$ cat config.mk
export PLATFORM = sky130hd
export DESIGN_NAME = div_signed_seq_flat
export DESIGN_NICKNAME = d
export VERILOG_FILES = /design/src/rtl/div_signed_seq_pkg.sv /design/src/rtl/div_signed_seq_if.sv /design/src/rtl/div_restoring_step.sv /design/src/rtl/div_signed_seq.sv /design/src/flat_wrapper.sv
export SDC_FILE = /design/constraint.sdc
export NUM_CORES = 1
export LEC_CHECK = 0
export ABC_AREA = 1
export ABC_CLOCK_PERIOD_IN_PS = 2300
export CORE_MARGIN = 2
export CORE_UTILIZATION = 46
export DETAILED_ROUTE_END_ITERATION = 12
export GPL_ROUTABILITY_DRIVEN = 0
export PLACE_DENSITY = 0.66
export SYNTH_ARGS = -nofsm -noshare
export SYNTH_HDL_FRONTEND = slang
export SYNTH_HIERARCHICAL = 1
export SYNTH_SLANG_ARGS = --single-unit
$ cat constraint.sdc
create_clock -name clk -period 2.3 [get_ports clk]
set_input_delay 0.46 -clock clk [delete_from_list [all_inputs] [get_ports clk]]
set_output_delay 0.46 -clock clk [all_outputs]
set_load 0.01 [all_outputs]
$ cat src/rtl/div_signed_seq_pkg.sv
// Shared arithmetic definitions for the sequential signed divider and its
// companion multiplier benches.
package div_signed_seq_pkg;

  typedef enum logic [1:0] {
    IDLE,
    DIV,
    FIX,
    DONE
  } div_state_e;

  function automatic int cnt_width(input int width);
    return $clog2(width + 1);
  endfunction

  localparam int CNT_W = cnt_width(8);

  // Callers truncate the result to their own width. The low bits of a
  // two's-complement negate do not depend on how far the operand was extended.
  function automatic logic [63:0] cond_neg(input logic [63:0] v, input logic neg);
    return neg ? (~v + 64'd1) : v;
  endfunction

endpackage

$ cat src/rtl/div_signed_seq_if.sv
// Operand and result handshakes of the sequential signed divider.
interface div_signed_seq_if #(
  parameter int WIDTH = 8
);
  logic                    in_valid;
  logic                    in_ready;
  logic signed [WIDTH-1:0] dividend;
  logic signed [WIDTH-1:0] divisor;
  logic                    out_valid;
  logic                    out_ready;
  logic signed [WIDTH-1:0] quotient;
  logic signed [WIDTH-1:0] remainder;
  logic                    div_by_zero;

  modport master (
    output in_valid, dividend, divisor, out_ready,
    input  in_ready, out_valid, quotient, remainder, div_by_zero
  );

  modport slave (
    input  in_valid, dividend, divisor, out_ready,
    output in_ready, out_valid, quotient, remainder, div_by_zero
  );
endinterface

$ cat src/rtl/div_restoring_step.sv
// One radix-2 restoring division step on unsigned magnitudes.
module div_restoring_step #(
  parameter int WIDTH = 8
) (
  input  logic [WIDTH:0]   rem,
  input  logic [WIDTH-1:0] quo,
  input  logic [WIDTH-1:0] dsr,
  output logic [WIDTH:0]   rem_next,
  output logic [WIDTH-1:0] quo_next,
  output logic             trial_neg
);
  logic [WIDTH+1:0] shifted;
  logic [WIDTH+1:0] trial;

  // The working remainder stays below the divisor, so one spare bit above it
  // is enough to carry the borrow of the trial subtraction.
  assign shifted   = {rem, quo[WIDTH-1]};
  assign trial     = shifted - {2'b00, dsr};
  assign trial_neg = trial[WIDTH+1];
  assign rem_next  = trial_neg ? shifted[WIDTH:0] : trial[WIDTH:0];
  assign quo_next  = {quo[WIDTH-2:0], ~trial_neg};
endmodule

$ cat src/rtl/div_signed_seq.sv
// Sequential signed divider: one restoring step per clock on the operand
// magnitudes, then a sign fix. The quotient truncates toward zero.
module div_signed_seq
  import div_signed_seq_pkg::*;
#(
  parameter int WIDTH = 8
) (
  input logic             clk,
  input logic             rst,
  div_signed_seq_if.slave bus
);
  localparam int CW = cnt_width(WIDTH);

  div_state_e state, state_next;

  logic [CW-1:0]           cnt;
  logic [WIDTH:0]          rem_r;
  logic [WIDTH:0]          rem_nx;
  logic [WIDTH-1:0]        quo_r;
  logic [WIDTH-1:0]        quo_nx;
  logic [WIDTH-1:0]        dsr_r;
  logic signed [WIDTH-1:0] quotient_r;
  logic signed [WIDTH-1:0] remainder_r;
  logic                    sign_q;
  logic                    sign_r;
  logic                    dbz_r;
  logic                    trial_neg_unused;
  logic [WIDTH-1:0]        dividend_mag;
  logic [WIDTH-1:0]        divisor_mag;
  logic                    divisor_zero;
  logic                    div_last;

  // Magnitudes are unsigned, so the most negative operand maps to 2^(WIDTH-1) exactly.
  assign dividend_mag = WIDTH'(cond_neg(64'(bus.dividend), bus.dividend[WIDTH-1]));
  assign divisor_mag  = WIDTH'(cond_neg(64'(bus.divisor), bus.divisor[WIDTH-1]));
  assign divisor_zero = (bus.divisor == '0);
  assign div_last     = (cnt == CW'(WIDTH - 1));

  div_restoring_step #(.WIDTH(WIDTH)) u_step (
    .rem       (rem_r),
    .quo       (quo_r),
    .dsr       (dsr_r),
    .rem_next  (rem_nx),
    .quo_next  (quo_nx),
    .trial_neg (trial_neg_unused)
  );

  always_ff @(posedge clk or posedge rst) begin
    if (rst) state <= IDLE;
    else     state <= state_next;
  end

  always_comb begin
    state_next = state;
    case (state)
      IDLE:    if (bus.in_valid) state_next = divisor_zero ? DONE : DIV;
      DIV:     if (div_last) state_next = FIX;
      FIX:     state_next = DONE;
      DONE:    if (bus.out_ready) state_next = IDLE;
      default: state_next = IDLE;
    endcase
  end

  always_ff @(posedge clk or posedge rst) begin
    if (rst) begin
      cnt         <= '0;
      rem_r       <= '0;
      quo_r       <= '0;
      dsr_r       <= '0;
      sign_q      <= 1'b0;
      sign_r      <= 1'b0;
      quotient_r  <= '0;
      remainder_r <= '0;
      dbz_r       <= 1'b0;
    end else begin
      case (state)
        IDLE: begin
          if (bus.in_valid) begin
            sign_q <= bus.dividend[WIDTH-1] ^ bus.divisor[WIDTH-1];
            sign_r <= bus.dividend[WIDTH-1];
            rem_r  <= '0;
            quo_r  <= dividend_mag;
            dsr_r  <= divisor_mag;
            cnt    <= '0;
            if (divisor_zero) begin
              quotient_r  <= '1;
              remainder_r <= bus.dividend;
              dbz_r       <= 1'b1;
            end
          end
        end
        DIV: begin
          rem_r <= rem_nx;
          quo_r <= quo_nx;
          cnt   <= cnt + CW'(1);
        end
        FIX: begin
          // The remainder is below |divisor| <= 2^(WIDTH-1), so its low WIDTH bits hold it.
          quotient_r  <= WIDTH'(cond_neg(64'(quo_r), sign_q));
          remainder_r <= WIDTH'(cond_neg(64'(rem_r[WIDTH-1:0]), sign_r));
          dbz_r       <= 1'b0;
        end
        default: ;
      endcase
    end
  end

  assign bus.in_ready    = (state == IDLE);
  assign bus.out_valid   = (state == DONE);
  assign bus.quotient    = quotient_r;
  assign bus.remainder   = remainder_r;
  assign bus.div_by_zero = dbz_r;
endmodule
$ cat src/flat_wrapper.sv
// flat-port wrapper written by rule: the top's interface ports become plain ports
module div_signed_seq_flat import div_signed_seq_pkg::*;
#(
  parameter int WIDTH = 8
)
  (clk, rst, bus_in_valid, bus_dividend, bus_divisor, bus_out_ready, bus_in_ready, bus_out_valid, bus_quotient, bus_remainder, bus_div_by_zero);
  div_signed_seq_if #(.WIDTH(WIDTH)) bus_i ();
  input logic clk;
  input logic rst;
  input wire logic [$bits(bus_i.in_valid)-1:0] bus_in_valid;
  input wire logic [$bits(bus_i.dividend)-1:0] bus_dividend;
  input wire logic [$bits(bus_i.divisor)-1:0] bus_divisor;
  input wire logic [$bits(bus_i.out_ready)-1:0] bus_out_ready;
  output wire logic [$bits(bus_i.in_ready)-1:0] bus_in_ready;
  output wire logic [$bits(bus_i.out_valid)-1:0] bus_out_valid;
  output wire logic [$bits(bus_i.quotient)-1:0] bus_quotient;
  output wire logic [$bits(bus_i.remainder)-1:0] bus_remainder;
  output wire logic [$bits(bus_i.div_by_zero)-1:0] bus_div_by_zero;
  assign bus_i.in_valid = bus_in_valid;
  assign bus_i.dividend = bus_dividend;
  assign bus_i.divisor = bus_divisor;
  assign bus_i.out_ready = bus_out_ready;
  assign bus_in_ready = bus_i.in_ready;
  assign bus_out_valid = bus_i.out_valid;
  assign bus_quotient = bus_i.quotient;
  assign bus_remainder = bus_i.remainder;
  assign bus_div_by_zero = bus_i.div_by_zero;
  div_signed_seq #(.WIDTH(WIDTH)) u_core (.clk(clk), .rst(rst), .bus(bus_i));
endmodule
==> flow_summary.json <==
{
  "status": "completed",
  "cts-buffers-inserted": 5,
  "comb_power_share": 0.633,
  "regArea_um2": 1250,
  "fin_crit_sh": 0.938,
  "grt_overflow_total": 0,
  "cp-end-kind": "primary output",
  "max-vdd-ir-drop_uv": 793,
  "path_class": "reg2out",
  "htreeDepth": 2,
  "setup_ws_ns": 0.142,
  "holdWs_ns": 0.487,
  "finClkSkew_ns": 0.00708,
  "ys_warn_count": 6,
  "mostFrequentLayoutCell": "nand2_1",
  "synth_nets": 570,
  "initialDrtViolationCount": 216,
  "layout_common_cells": "nand2_1, inv_1, nand3_1",
  "viasPerCell": 5.08,
  "port_buffers": 38,
  "grt_antenna_before_repair": 0,
  "p_seq_frac": 0.266,
  "grt_max_degree": 51,
  "timing.critical_path.cells": "inv_1 > ha_2 > clkdlybuf4s50_1",
  "power.share.clock": 0.101,
  "drcViolationCount": 0,
  "min_period_ns": 2.16,
  "wl_per_cell_um": 12.8,
  "sw_frac_of_total": 0.484,
  "crit_buf_inv": 2,
  "ctsLongestPathBuffers": 2,
  "fmax_mhz": 463,
  "drv_cap": 0,
  "drive_above_1_share": 0.0863,
  "worstPathRequired_ns": 1.84,
  "numClockSinks": 50,
  "clk_pin_slew_ns": 0.09,
  "grt_pass1_wl_um": 15000,
  "nets": 605,
  "wirelength_um": 8590,
  "power.density_nw_per_um2": 1460,
  "die_w_um": 93.0,
  "final_area_um2": 4210,
  "tightest_slew_ns": 0.507,
  "cts_hold_buf": 0,
  "die_height_um": 93.0,
  "diodes": 0,
  "die_area_um2": 8640,
  "drtPass1Iterations": 5,
  "slowest_delay_ns": 0.57,
  "crit_family": "buffers and inverters",
  "cts_setup_buffers": 0,
  "p_int_w": 0.00317,
  "synthCells": 532,
  "grtUsageTotal": 0.215,
  "rsz0062_at_grt": "false",
  "n_fill_cell": 770,
  "worstHoldPathType": "reg2reg",
  "multi_input_area_um2": 2000,
  "power.switching_w": 0.00298,
  "avgSynthCellArea_um2": 6.84,
  "dpl_cell_area_um2": 4100,
  "rows": 32,
  "worstSkewPairLatency_ns": 0.31,
  "hold_viol_final": 0,
  "preCtsSetupSlack_ns": 0.0504,
  "crit_arrival_ns": 1.70,
  "ant_nets": 0,
  "slew_viol_final": 0,
  "hpwl_um": 6480,
  "crit_path_start_kind": "flip-flop",
  "slew_headroom": 0.662,
  "post-route-util": 0.547,
  "syn_area_um2": 3640,
  "crit_slowest_cell": "clkdlybuf4s50_1",
  "setup_tns_ns": 0,
  "finalSetupViolCount": 0,
  "vias": 3401,
  "grt_pass1_vias": 3250,
  "cts_tree": "yes",
  "boundaryPins": 39,
  "path_max_fanout": 7,
  "start_util": 0.474,
  "cts-root-buf": "clkbuf_8",
  "leakage_nw": 2.15,
  "core-area_um2": 7690,
  "area_growth_syn_to_layout_pct": 15.6
}
==> layer usage <==
metal | vias up | track usage | routed length (um)
met4 | 0 | 0.0625 | 121
met2 | 72 | 0.349 | 4010
met3 | 10 | 0.0277 | 271
li1 | 1749 | - | -
met5 | - | 0 | 0
met1 | 1570 | 0.300 | 4190
==> area by class of cell <==
type                       instances  share of cell area
clock buffer                       7              0.0181
clock inverter                     1             0.00714
inverter                          66              0.0589
multi-input combinational        395               0.475
sequential                        50               0.297
tap                              102              0.0303
timing repair buffer              49               0.113
==> worst paths after layout <==
check / from / to / slack (ns) / cells past startpoint
min in group asynchronous: rst / u_core/bus.remainder[4]$_DFFE_PP0P_ / 0.51 / 3
worst min register to register: u_core/bus.remainder[7]$_DFFE_PP0P_ / u_core/bus.remainder[7]$_DFFE_PP0P_ / 0.49 / 2
worst max register to register: u_core/rem_r[3]$_DFFE_PP0P_ / u_core/rem_r[8]$_DFFE_PP0P_ / 0.14 / 10
max in group asynchronous: rst / u_core/bus.quotient[2]$_DFFE_PP0P_ / 1.55 / 3
worst min-delay path: u_core/bus.remainder[7]$_DFFE_PP0P_ / u_core/bus.remainder[7]$_DFFE_PP0P_ / 0.49 / 2
worst max-delay path: u_core/state[0]$_DFFE_PP0P_ / bus_in_ready / 0.14 / 3
==> flip-flops by register name (all words and copies together) (netlist names) <==
register                cells
u_core/rem_r                9
u_core/bus.quotient         8
u_core/bus.remainder        8
u_core/dsr_r                8
u_core/quo_r                8
u_core/cnt                  4
u_core/state                2
u_core/bus.div_by_zero      1
u_core/sign_q               1
u_core/sign_r               1
==> through the flow <==
stage	instances	total power (W)
6_report	670	0.00614
3_5_place_dp	662	0.00551
2_1_floorplan	532	0.00457
3_3_place_gp	662	0.00541
4_1_cts	670	0.00616
5_1_grt	670	0.00684
==> worst reg2reg max path: stages (launching register included) <==
cell and delay, ns:
dfrtp_1 0.45, ha_1 0.37, nand2_1 0.13, inv_1 0.07, nand2_1 0.07, nand2_1 0.05
nand2_1 0.14, nand4_2 0.27, nand3_1 0.18, nand2_1 0.09, a22o_1 0.23
==> power by group through the flow <==
stage,sequential (W),combinational (W),clock [W]
after floorplan,0.00161,0.00296,0
after global placement,0.00164,0.00377,0
after detailed placement,0.00165,0.00386,0
after CTS,0.00164,0.00388,0.000636
after global routing,0.00170,0.00447,0.000672
final,0.00164,0.00389,0.000620
==> what timing repair did <==
item / in CTS / in global routing
gates resized for setup: 0 / 1
hold endpoints to repair: 0 / 0
endpoints found under the setup margin: 0 / 1
No activity file was read; power rests on OpenSTA's default activity.
